**config.mk**
```make
export PLATFORM = sky130hd
export DESIGN_NAME = seq_booth_multiplier_32_bit
export DESIGN_NICKNAME = d
export VERILOG_FILES = /design/src/rtl/seq_booth_multiplier_32_bit.sv
export SDC_FILE = /design/constraint.sdc
export NUM_CORES = 1
export LEC_CHECK = 0
export CORE_MARGIN = 2
export CORE_UTILIZATION = 50
export DETAILED_ROUTE_END_ITERATION = 12
export PLACE_DENSITY_LB_ADDON = 0.3
export SETUP_SLACK_MARGIN = 0.15
export SYNTH_ARGS = -nofsm -noshare
export SYNTH_HDL_FRONTEND = slang
export SYNTH_SLANG_ARGS = --single-unit
```
**constraint.sdc**
```tcl
create_clock -name clock -period 6.05 [get_ports clock]
set_input_delay 1.21 -clock clock [delete_from_list [all_inputs] [get_ports clock]]
set_output_delay 1.21 -clock clock [all_outputs]
set_load 0.01 [all_outputs]
```
**src/rtl/seq_booth_multiplier_32_bit.sv**
```systemverilog
// Sequential radix-4 Booth multiplier: signed WIDTH x WIDTH -> 2*WIDTH product,
// one recoded bit-pair per clock behind a start/busy/done handshake.
module seq_booth_multiplier_32_bit #(
    parameter int unsigned WIDTH = 32
) (
    input  logic                 clock,
    input  logic                 clear,
    input  logic                 start,
    input  logic [WIDTH-1:0]     multiplicand,
    input  logic [WIDTH-1:0]     multiplier,
    output logic                 busy,
    output logic                 done,
    output logic [2*WIDTH-1:0]   c
);

    localparam int unsigned AW    = WIDTH + 2;
    localparam int unsigned STEPS = WIDTH / 2;
    localparam int unsigned CW    = (STEPS > 1) ? $clog2(STEPS) : 1;
    localparam logic [CW-1:0] LAST = CW'(STEPS - 1);

    localparam logic [1:0] S_IDLE = 2'd0;
    localparam logic [1:0] S_RUN  = 2'd1;
    localparam logic [1:0] S_DONE = 2'd2;

    logic [1:0]        r_state;
    logic [WIDTH-1:0]  r_m;
    logic [WIDTH-1:0]  r_q;
    logic              r_q_m1;
    logic [AW-1:0]     r_acc;
    logic [CW-1:0]     r_cnt;

    logic [AW-1:0]          w_m1;
    logic [AW-1:0]          w_m2;
    logic [AW-1:0]          w_term;
    logic [AW-1:0]          w_sum;
    logic signed [AW+WIDTH:0] w_cat;
    logic [AW+WIDTH:0]      w_shift;

    // Two guard bits keep -2M exact even for M = -2^(WIDTH-1).
    assign w_m1 = {{2{r_m[WIDTH-1]}}, r_m};
    assign w_m2 = {r_m[WIDTH-1], r_m, 1'b0};

    always_comb begin
        w_term = '0;
        case ({r_q[1:0], r_q_m1})
            3'b001, 3'b010: w_term = w_m1;
            3'b011:         w_term = w_m2;
            3'b100:         w_term = -w_m2;
            3'b101, 3'b110: w_term = -w_m1;
            default:        w_term = '0;
        endcase
    end

    assign w_sum   = r_acc + w_term;
    assign w_cat   = {w_sum, r_q, r_q_m1};
    assign w_shift = w_cat >>> 2;

    always_ff @(posedge clock or negedge clear) begin
        if (!clear) begin
            r_state <= S_IDLE;
            r_m     <= '0;
            r_q     <= '0;
            r_q_m1  <= 1'b0;
            r_acc   <= '0;
            r_cnt   <= '0;
            busy    <= 1'b0;
            done    <= 1'b0;
            c       <= '0;
        end else begin
            case (r_state)
                S_IDLE: begin
                    if (start) begin
                        r_m     <= multiplicand;
                        r_q     <= multiplier;
                        r_q_m1  <= 1'b0;
                        r_acc   <= '0;
                        r_cnt   <= '0;
                        busy    <= 1'b1;
                        r_state <= S_RUN;
                    end
                end
                S_RUN: begin
                    r_acc  <= w_shift[AW+WIDTH:WIDTH+1];
                    r_q    <= w_shift[WIDTH:1];
                    r_q_m1 <= w_shift[0];
                    r_cnt  <= r_cnt + CW'(1);
                    if (r_cnt == LAST) begin
                        c       <= w_shift[2*WIDTH:1];
                        done    <= 1'b1;
                        busy    <= 1'b0;
                        r_state <= S_DONE;
                    end
                end
                S_DONE: begin
                    done    <= 1'b0;
                    r_state <= S_IDLE;
                end
                default: begin
                    busy    <= 1'b0;
                    done    <= 1'b0;
                    r_state <= S_IDLE;
                end
            endcase
        end
    end

endmodule

```
Yosys cells after proc, flatten, opt, wreduce, memory -nomap -nowiden
Index checks and enable logic that the tools add are counted.
Cells by class
  $add $sub $neg: 4
  equal/unequal tests: 11
  multiplexer cells: 17
  bitwise operators: 2
  reduce and logical (&&, ||, !) cells: 10
Operators with widths (number)
  34-bit case mux with 4 select lines: 1
  34-bit negation: 2
  34-bit case mux with 2 select lines: 1
  32-bit case mux with 2 select lines: 1
  34-bit adder: 1
  34-bit two-way mux: 1
  32-bit two-way mux: 1
  2-bit AND reduction: 5
  3-bit == test, second input constant: 3
  4-bit case mux with 2 select lines: 1
  3-bit by 2-bit == test with 1-bit output, second input constant: 2
  4-bit by 1-bit adder with 4-bit output, second input constant: 1
  4-bit == test, second input constant: 1
  1-bit two-way mux: 4
  2-bit two-way mux: 2
  4-bit two-way mux: 1
  2-bit != test, second input constant: 2
  1-bit case mux with 2 select lines: 2
  2-bit case mux with 2 select lines: 1
  2-bit OR reduction: 2
  3-bit by 1-bit == test with 1-bit output, second input constant: 1
  1-bit case mux with 3 select lines: 1
  3-bit AND reduction: 1
  2-bit by 1-bit == test with 1-bit output, second input constant: 1
  4 further kinds: 5
Storage, ports and cells
  flip-flop bits (word level): 171
  input port bits: 67
  output and inout bits: 66
  word-level logic and storage cells: 53

Longest topological paths before layout
  depth in word-level cells: 5
  depth in mapped cells: 20
  mapped depth without buffers: 19

Worst setup path before layout
OpenSTA, ideal clock, no wires.
  path type: register to register
  from: register r_m[0]
  to: register c[55]
  setup time: 125 ps
  arrival time: 4598 ps
  required time: 5925 ps
  setup slack: 1328 ps
  stages on the path, launching flop included: 17
  buffers on the path: 0
  period minus slack after synthesis: 4722 ps
  path through: dfrtp_1 > inv_1 > ha_1 > or4b_1 > or4b_4 > or3_1 > nand2_1 > xnor2_1 > a221o_1 > a22o_1 > ha_1 > nand4_1 > o311ai_0 > o21ai_0 > nor2b_1 > xnor2_1 > mux2_2
Between the ends
  longest elaborated chain between the ends: 3
  elaborated cells on any way between the ends: 4
  those cells by class: 3 x add/sub; 1 x mux
Ends and longest elaborated chain
  from (decl): line 26  | logic [WIDTH-1:0] r_m;
  from (signal assigned): line 73  | r_m <= multiplicand;
  34-bit negation (on tied branches): line 49, 48
  34-bit case mux with 4 select lines *: line 45  | case ({r_q[1:0], r_q_m1})
  34-bit adder *: line 54  | assign w_sum = r_acc + w_term;
  to (signal assigned): line 88  | c <= w_shift[2*WIDTH:1];
  to (decl): line 13  | output logic [2*WIDTH-1:0] c
Every way passes the cells marked *; elsewhere a longest branch is shown, timed or not.
A chain may end at the register's enable or synchronous reset.

Worst setup path in the final report
  from: register r_m[0]
  to: register c[61]
Same word-level chain as after synthesis.

==> impl_metrics.env <==
export IMPL_synth_ff_type="dfrtp_1"
export IMPL_cts_resized=0
export IMPL_via_per_inst=5.91
export IMPL_post_drt_wl_per_cell_um=18.4
export IMPL_grt_usage_pct=27.1
export IMPL_synth_top_area_cell="dfrtp_1"
export IMPL_maxSlewHeadroom_pct=29.3
export IMPL_htree_num_levels=4
export IMPL_leakagePower_nw=5.62
export IMPL_cp_data_arrival_time_ns=5.51
export IMPL_final_util_pct=61.6
export IMPL_cap_violations=0
export IMPL_ff2ff_path_depth=18
export IMPL_grt_pass1_vias=8922
export IMPL_maxSlewViolCount=0
export IMPL_synth_warnings=0
export IMPL_async_flop_share_pct=100
export IMPL_gr_total_overflow=0
export IMPL_status="finished, final reports clean"
export IMPL_cts_setup_buffers=0
export IMPL_holdBufCountCts=0
export IMPL_fin_worst_skew_ns=0.0151
export IMPL_hold_violations=0
export IMPL_wl_met2_um=13000
export IMPL_slowest_stage="or4b_4"
export IMPL_power_frac_seq_pct=25.6
export IMPL_wl_met3_um=2370
export IMPL_clockPowerShare_pct=13.2
export IMPL_p_comb_share_pct=61.2
export IMPL_grt_pass1_wl_um=47400
export IMPL_hp_class="register to register"
export IMPL_startpoint="r_m[0]"
export IMPL_cp_common_cell="ha_1"
export IMPL_ys_ff_latch=169
export IMPL_grt_max_degree=170
export IMPL_period_share_pct=85.6
export IMPL_area_growth_pct=20.7
export IMPL_syn_area_um2=10300
export IMPL_start_util_pct=51.0
export IMPL_highest_layer="met4"
export IMPL_postLayoutCellArea_um2=12500
export IMPL_synth_area_leaders="dfrtp_1 41%, nand2_1 10%, o21ai_0 5.7%, ha_1 4.2%, mux2_2 4.1%"
export IMPL_clkLatencyLatePin_ns=0.45
export IMPL_cts_tree="yes"
export IMPL_critPathKind="register to register"
export IMPL_core_area_um2=20200
export IMPL_final_setup_tns_ns=0
export IMPL_synth_top_area_share_pct=41.0
export IMPL_die_area_um2=21800
export IMPL_intPower_mw=4.54
export IMPL_antenna_found_initial=0
export IMPL_start_kind="register"
export IMPL_fmax_mhz=193
export IMPL_dp_hpwl_um=19800
export IMPL_wl_met1_um=12900
export IMPL_yosysUniqueCellTypes=66
export IMPL_final_common_cell="nand2_1"
export IMPL_pin_count=133
export IMPL_finalCriticalPeriod_ns=5.18
export IMPL_synth_seq_area_share_pct=41.0
export IMPL_setup_viol=0
export IMPL_layout_setup_ws_ns=0.873
export IMPL_hold_depth=2
export IMPL_clkTransAtPathRegs_ns=0.09
export IMPL_root_buffer="clkbuf_16"
export IMPL_n_antenna_cell=0
export IMPL_power_switching_mw=4.14
export IMPL_place_inst=1537
export IMPL_cp_cell_sequence="inv_1, ha_1, or4b_1, or4b_4, or3_1, nand2_1, xnor2_1, a221o_1, a22o_1, ha_1, nand4_1, nor3_1, nor2_1, o211ai_1, a41oi_1, o41ai_1, xor2_1, mux2_2"
export IMPL_die_h_um=148
export IMPL_numCtsBuffers=17
export IMPL_synth_nets=1306
export IMPL_final_nets=1389
export IMPL_place_ws_ns=0.948
export IMPL_cts_num_sinks=169
export IMPL_placed_area_um2=11800
export IMPL_syn_avg_cell_area_um2=8.58
export IMPL_worstSetupEndpointType="register"
export IMPL_ir_drop_uv=279
export IMPL_drc=0
export IMPL_vias=9265
export IMPL_wirelength_um=28800
export IMPL_num_rows=52
export IMPL_syn_inst=1203
export IMPL_swShare_pct=47.7
export IMPL_cellPowerDensity_nw_per_um2=697
export IMPL_required_ns=6.38
export IMPL_die_w_um=148
export IMPL_crit_fanout=7
export IMPL_gp_congestion=0.940
export IMPL_rsz0062_at_grt="no"
export IMPL_first_pass_iters=5
export IMPL_r2r_start="r_m[0]"
export IMPL_finalNonFillerCells=1569
export IMPL_critical_path_max_stage_delay_ns=0.52
export IMPL_cts_buffer_depth=2
export IMPL_portBuffers=132
export IMPL_final_cell_mix="276 x nand2_1, 168 x dfrtp_1, 131 x clkdlybuf4s50_1"
export IMPL_synth_edf_count=0
export IMPL_drt_initial_drc_count=763
export IMPL_drive_gt1_share_pct=8.16
export IMPL_tightestPinTransition_ns=1.06
export IMPL_postRouteAntennaNets=0
export IMPL_hp_start="c[15]"
worst max-delay path: cells and delay by family, from the launching register on:
| kind | cells | cell delay [ns] |
|---|---|---|
| AND/OR/NAND/NOR | 7 | 1.95 |
| AO/OA/AOI/OAI | 5 | 1.41 |
| adder cells (fa/ha/maj) | 2 | 0.69 |
| flip-flops | 1 | 0.39 |
| multiplexers | 1 | 0.28 |
| XOR/XNOR | 2 | 0.23 |
| buffers and inverters | 1 | 0.12 |
routing by layer:
metal / vias to the layer above / global-route usage (%)
met1: 4442 / 39.0
met5: - / 0
li1: 4418 / -
met2: 354 / 41.0
met3: 51 / 5.90
met4: 0 / 8.51
sequential cells by signal, summed over array words and instances, names as in the netlist:
name and flops:
c 64, r_state 2, r_acc 32, r_cnt 4, busy 1, r_q_m1 1
r_q 32, done 1, r_m 32
power groups by stage:
stage / Combinational, mW / Sequential [mW] / Clock, mW
2_1_floorplan: 3.80 / 2.05 / 0
3_3_place_gp: 5.21 / 2.22 / 0
3_5_place_dp: 5.23 / 2.22 / 0
4_1_cts: 5.27 / 2.21 / 1.17
5_1_grt: 5.87 / 2.30 / 1.21
6_report: 5.31 / 2.23 / 1.15
final timing paths:
kind,endpoint,slack (ns)
max,c[61],0.87
min,c[15],0.48
max reg2reg,c[61],0.87
min reg2reg,c[15],0.48
max in group asynchronous,r_m[20],4.37
min in group asynchronous,r_m[8],0.82
cell usage after synthesis (all sizes together) (6+ instances only):
library cell and instances:
nand2 277, dfrtp 169, o21ai 118, a21oi 85
clkbuf 79, nor2 63, mux2 38, ha 35
xnor2 35, xor2 32, a22o 31, and3b 31
or3 16, nor3 15, a21o 14, a22oi 13
nand3 12, nand4 12, inv 11, buf 8
a211oi 7, a221oi 7, a31oi 6, nor2b 6
layout make-up:
class / count / area (µm²)
sequential: 169 / 4230
clock inverter: 15 / 209
timing repair buffer: 151 / 1480
multi-input combinational: 932 / 5730
fill: 1760 / 7770
tap: 270 / 338
clock buffer: 17 / 425
inverter: 15 / 56.3
logic make-up after synthesis:
group | count (synthesis) | share of synthesized area [%]
mux | 42 | 4.53
compound gates | 331 | 20.1
simple gates | 456 | 20.6
buf+inv | 102 | 3.74
xor+xnor | 67 | 5.68
flops | 169 | 41.0
fa+ha+maj | 36 | 4.43
per-stage QoR:
stage	hold WS [ns]	power [mW]
detailed placement	0.461	7.45
floorplan	0.456	5.85
CTS	0.483	8.65
global route	0.509	9.39
global placement	0.458	7.43
finish	0.477	8.69
(Power assumes the default switching activity.)
